**src/rtl/stream_fifo_pkg.sv**
```systemverilog
// Width helpers shared by the stream FIFO and its pointer controller.
package stream_fifo_pkg;

  function automatic int idx_width(input int n);
    return (n > 1) ? $clog2(n) : 1;
  endfunction

  function automatic int addr_width(input int depth);
    return idx_width(depth);
  endfunction

  // One extra bit so the fill count can represent DEPTH itself.
  function automatic int cnt_width(input int depth);
    return idx_width(depth) + 1;
  endfunction

endpackage

```
**src/rtl/fifo_ptr_ctrl.sv**
```systemverilog
// Wrapping read/write pointers and fill counter for a FIFO of arbitrary DEPTH.
module fifo_ptr_ctrl
  import stream_fifo_pkg::*;
#(
  parameter int DEPTH = 8,
  localparam int ADDR_W = addr_width(DEPTH),
  localparam int CNT_W = cnt_width(DEPTH)
) (
  input  logic              clk_i,
  input  logic              rst_i,
  input  logic              flush,
  input  logic              push,
  input  logic              pop,
  output logic [ADDR_W-1:0] wr_ptr,
  output logic [ADDR_W-1:0] rd_ptr,
  output logic [CNT_W-1:0]  usage_q,
  output logic [CNT_W-1:0]  usage_n
);

  localparam logic [ADDR_W-1:0] LAST = ADDR_W'(DEPTH - 1);

  // Explicit compare against the last slot keeps wrap correct for non-power-of-two depths.
  function automatic logic [ADDR_W-1:0] next_ptr(input logic [ADDR_W-1:0] p);
    return (p == LAST) ? '0 : p + 1'b1;
  endfunction

  always_comb begin
    usage_n = usage_q;
    if (flush) begin
      usage_n = '0;
    end else if (push && !pop) begin
      usage_n = usage_q + 1'b1;
    end else if (pop && !push) begin
      usage_n = usage_q - 1'b1;
    end
  end

  always_ff @(posedge clk_i) begin
    if (rst_i || flush) begin
      wr_ptr  <= '0;
      rd_ptr  <= '0;
      usage_q <= '0;
    end else begin
      if (push) wr_ptr <= next_ptr(wr_ptr);
      if (pop) rd_ptr <= next_ptr(rd_ptr);
      usage_q <= usage_n;
    end
  end

endmodule

```
**src/rtl/stream_fifo_wm.sv**
```systemverilog
// Ready/valid FIFO with fill count, almost-full/empty flags and a clearable
// high-watermark; DEPTH of 0 degenerates to a combinational wire.
module stream_fifo_wm
  import stream_fifo_pkg::*;
#(
  parameter bit  FALL_THROUGH = 1'b0,
  parameter int  DATA_WIDTH   = 32,
  parameter int  DEPTH        = 8,
  parameter int  AF_THRESH    = DEPTH - 1,
  parameter int  AE_THRESH    = 1,
  parameter type dtype        = logic [DATA_WIDTH-1:0],
  localparam int ADDR_W = addr_width(DEPTH),
  localparam int CNT_W  = cnt_width(DEPTH)
) (
  input  logic             clk_i,
  input  logic             rst_i,
  input  logic             flush_i,
  input  logic             valid_i,
  output logic             ready_o,
  input  dtype             data_i,
  output logic             valid_o,
  input  logic             ready_i,
  output dtype             data_o,
  output logic [CNT_W-1:0] usage_o,
  output logic             almost_full_o,
  output logic             almost_empty_o,
  output logic [CNT_W-1:0] watermark_o,
  input  logic             watermark_clr_i
);

  if (DEPTH == 0) begin : g_passthru
    assign ready_o        = ready_i;
    assign valid_o        = valid_i;
    assign data_o         = data_i;
    assign usage_o        = '0;
    assign watermark_o    = '0;
    assign almost_full_o  = 1'b0;
    assign almost_empty_o = 1'b1;
  end else begin : g_fifo
    if (AF_THRESH > DEPTH) begin : g_af_chk
      $error("stream_fifo_wm: AF_THRESH must not exceed DEPTH");
    end
    if (AE_THRESH > DEPTH) begin : g_ae_chk
      $error("stream_fifo_wm: AE_THRESH must not exceed DEPTH");
    end

    logic [ADDR_W-1:0] wr_ptr, rd_ptr;
    logic [CNT_W-1:0]  usage_q, usage_n, wm_q;
    logic              not_empty, push, pop, push_st, pop_st;
    dtype              mem [DEPTH];

    assign not_empty = (usage_q != '0);
    assign ready_o   = (usage_q != CNT_W'(DEPTH)) && !flush_i;
    assign valid_o   = (not_empty || (FALL_THROUGH && valid_i)) && !flush_i;
    assign push      = valid_i && ready_o;
    assign pop       = valid_o && ready_i;

    // An empty fall-through FIFO hands the word straight across; storage,
    // pointers and count stay untouched for that bypassed beat.
    assign pop_st  = pop && not_empty;
    assign push_st = push && !(pop && !not_empty);
    assign data_o  = (FALL_THROUGH && !not_empty) ? data_i : mem[rd_ptr];

    fifo_ptr_ctrl #(
      .DEPTH (DEPTH)
    ) u_ptr_ctrl (
      .clk_i   (clk_i),
      .rst_i   (rst_i),
      .flush   (flush_i),
      .push    (push_st),
      .pop     (pop_st),
      .wr_ptr  (wr_ptr),
      .rd_ptr  (rd_ptr),
      .usage_q (usage_q),
      .usage_n (usage_n)
    );

    always_ff @(posedge clk_i) begin
      if (push_st) mem[wr_ptr] <= data_i;
    end

    // Tracks the next-cycle count so the peak is visible the cycle it is reached.
    always_ff @(posedge clk_i) begin
      if (rst_i) begin
        wm_q <= '0;
      end else if (watermark_clr_i) begin
        wm_q <= usage_n;
      end else if (usage_n > wm_q) begin
        wm_q <= usage_n;
      end
    end

    assign usage_o        = usage_q;
    assign watermark_o    = wm_q;
    assign almost_full_o  = (int'(usage_q) >= AF_THRESH);
    assign almost_empty_o = (int'(usage_q) <= AE_THRESH);
  end

  a_valid_hold: assert property (@(posedge clk_i) disable iff (rst_i)
    (valid_i && !ready_o) |=> valid_i);

  a_data_stable: assert property (@(posedge clk_i) disable iff (rst_i)
    (valid_o && !ready_i) |=> $stable(data_o));

endmodule
```
**config.mk**
```make
export PLATFORM = sky130hd
export DESIGN_NAME = stream_fifo_wm
export DESIGN_NICKNAME = d
export VERILOG_FILES = /design/src/rtl/stream_fifo_pkg.sv /design/src/rtl/fifo_ptr_ctrl.sv /design/src/rtl/stream_fifo_wm.sv
export SDC_FILE = /design/constraint.sdc
export NUM_CORES = 1
export LEC_CHECK = 0
export BUFFER_PORTS_ARGS = -buffer_cell sky130_fd_sc_hd__buf_2
export CORE_ASPECT_RATIO = 1.75
export CORE_MARGIN = 1.5
export CORE_UTILIZATION = 35
export DETAILED_ROUTE_END_ITERATION = 12
export GPL_TIMING_DRIVEN = 1
export PLACE_DENSITY_LB_ADDON = 0.2
export SETUP_SLACK_MARGIN = 0.4
export SLEW_MARGIN = 20
export SYNTH_ARGS = -nofsm -noshare
export SYNTH_HDL_FRONTEND = slang
export SYNTH_HIERARCHICAL = 1
export SYNTH_SLANG_ARGS = --single-unit
```
**constraint.sdc**
```tcl
create_clock -name clk_i -period 8 [get_ports clk_i]
set_input_delay 0.4 -clock clk_i [delete_from_list [all_inputs] [get_ports clk_i]]
set_output_delay 0.4 -clock clk_i [all_outputs]
set_load 0.1 [all_outputs]
```
==> out/qor.txt <==
Post-Synth XOR/XNOR Area: 0.163%
Minimum clock period: 3580 ps
CP startpoint kind: register
Vias in the first global route: 5,465
Fin Setup TNS: 0 ps
Drt wl/cell: 21.2 um
Least-Margin Pin Slew: 853 ps
Slowest-stage cell, CP: dfxtp_4
Synth Flop Type: edfxtp_1
CORE AREA: 30,200 um2
Status: finished, final reports clean
Leakage: 4.06 nW
Number of synthesized flops with an enable pin: 256
Layout area overhead: 16.2%
CTS tree: built
Min Hold Slack: 135 ps
Die area: 31,900 um2
Cts bufs inserted: 25
Drt initial violations: 294
Final Setup Violations: 0
Wirelength, routed: 21,000 um
Tcrit/Tclk final: 44.7%
Nets@finish: 631
Max Cap Violations: 0
Peak supply drop: 157 uV
Mapped Area: 10,800 um2
Largest family of logic cells by synthesized area: multiplexers
Remaining routing DRC violations: 0
Clock Sinks: 270
Sequential-to-total area share from yosys stat: 74.0%
Critical path peak fanout: 36
Fmax: 280 MHz
Syn nets: 534
Worst Path Arrival: 3180 ps
Hold_buf cts: 0
Initial antenna violation count: 3
Congestion Overflow GR: 0
Worst stage delay on the critical path: 760 ps
CP endpoint kind: output port
Vias per Instance: 5.01
Detail Route Antenna Nets: 0
Total track usage: 13.7%
Ratio of cells with drive above 1 in the final layout: 34.7%
First-pass GRT wire length: 32,500 um
Worst Path Required: 7600 ps
CTS resizes: 0
Routability cong.: 0.714
Count of cell types in the netlist: 35
H-tree levels: 1
Port bufs: 81
Worst path cell trace: buf_4 > mux4_1 > mux2_2 > buf_2
HP Class: in -> reg
Postcts setup bufs: 0
Slew headroom: 43.1%
Fin. Hold Viols: 0
Adder-cell area share of the yosys netlist: 1.16%
Vias: 4,961
Largest net degree at the start of global routing: 37
Final HPWL DP: 12,200 um
IO Pins: 82
Root Buffer: clkbuf_16
Vert. Die Dim: 235 um
RSZ-0062 raised after global routing: false
Seq cells post-synth: 270
Rows: 84
Final max-slew violation count: 0
Initial DRT Pass Iterations: 4
Post-synth ARST share: 0%
Mapped Cells: 486
Final Core Density: 41.5%
Reg clk slew, reported paths: 70 ps
Post-route insts no fill: 990
Placed Instances: 943
PD cells: 235 nW/um2
Initial Util: 35.7%
Die width: 136 um
CTS Buffer Depth: 3
Simple-Gate Fraction of Synth Area: 2.80%
Tot Pwr: 2.94 mW
Mean area per synthesized cell: 22.2 um2
YS warnings: 6
Compound-cell area share of the yosys netlist: 0.860%
Post-synthesis mux area share: 19.3%
Worst skew pair latency: 540 ps
Critical path class: reg -> out
Max Clock Skew: 12.2 ps
[placed cells by master (no fill, tap or decap), types with 3 or more instances in the layout]
master / Yosys / final
edfxtp_1: 256 / 256
buf_2: 7 / 81
mux4_1: 40 / 40
mux2_2: 34 / 34
clkbuf_16: 0 / 25
mux4_2: 24 / 24
nor2_1: 18 / 12
nand2b_1: 11 / 11
dfxtp_1: 14 / 11
inv_1: 10 / 10
mux2i_1: 10 / 10
ha_1: 10 / 10
buf_4: 0 / 10
nor2_4: 0 / 6
a21oi_1: 5 / 5
clkinv_2: 0 / 5
nor3_1: 6 / 4
nand2_1: 4 / 4
bufinv_16: 0 / 4
clkinvlp_4: 0 / 4
nor3_2: 1 / 3
clkbuf_1: 3 / 3
[Yosys cell counts, types with 3 or more instances]
master | number | area (um2)
nor3_1 | 6 | 30.0
inv_1 | 10 | 37.5
buf_6 | 9 | 101
mux4_2 | 24 | 541
nand2_1 | 4 | 15.0
mux4_1 | 40 | 1050
buf_2 | 7 | 35.0
mux2_2 | 34 | 383
ha_1 | 10 | 125
mux2i_1 | 10 | 100
dfxtp_1 | 14 | 280
a21oi_1 | 5 | 25.0
nor2_1 | 18 | 67.6
clkbuf_1 | 3 | 11.3
edfxtp_1 | 256 | 7690
nand2b_1 | 11 | 68.8
[final cells by class]
type / instances / area [um2]
antenna: 1 / 2.50
clock buffer: 29 / 651
clock inverter: 17 / 208
fill: 2630 / 17600
inverter: 10 / 37.5
multi-input combinational: 185 / 2680
sequential: 270 / 7980
tap: 387 / 484
timing repair buffer: 91 / 480
[worst paths after layout]
kind | startpoint | endpoint | slack [ps] | cells past startpoint
max reg2reg | g_fifo.u_ptr_ctrl/usage_q[0]$_SDFF_PP0_ | watermark_o[1]$_SDFFE_PP0P_ | 4470 | 11
max | g_fifo.u_ptr_ctrl/rd_ptr[0]$_SDFFE_PP0P_ | data_o[7] | 4420 | 4
min | data_i[31] | g_fifo.mem[2][31]$_DFFE_PP_ | 140 | 1
min reg2reg | watermark_o[3]$_SDFFE_PP0P_ | watermark_o[3]$_SDFFE_PP0P_ | 500 | 2
[kinds of logic (layout without fill, tap and decap cells)]
kind of cell    count (synthesis)  after routing
flops                         270            270
mux                           108            108
simple gates                   53             53
buf+inv                        31            147
compound gates                 12             12
fa+ha+maj                      10             10
xor+xnor                        2              2
other cells                     0              1
[sequential cells by signal, summed over array words and instances (netlist names)]
name and count:
g_fifo.u_ptr_ctrl/rd_ptr 3, g_fifo.mem 256, watermark_o 4, g_fifo.u_ptr_ctrl/wr_ptr 3
g_fifo.u_ptr_ctrl/usage_q 4
[routing by layer]
layer  routed length, um  global-route usage, %
met1                7860                   15.3
met2               11800                   25.6
met3                 768                   2.11
met4                 599                   5.28
met5                  14                      0
[report_power, final]
part           switching (mW)  internal [mW]  total, mW  leakage, nW
Sequential            0.00453           1.56       1.56         2.43
Clock                   0.513          0.719       1.23        0.412
Combinational           0.116         0.0367      0.152         1.22
[critical path, delay by kind of cell, from the launching register on]
kind                   cells  cell delay, ps
buffers and inverters      2             940
DFF                        1             760
muxes                      2             950
[stage by stage]
stage	cell area [um2]	setup WS, ps
finish	12500	4420
CTS	12500	4300
global route	12500	4230
detailed placement	11600	4340
global placement	11600	4560
floorplan	10800	3000
Power figures use the tool's default switching activity.
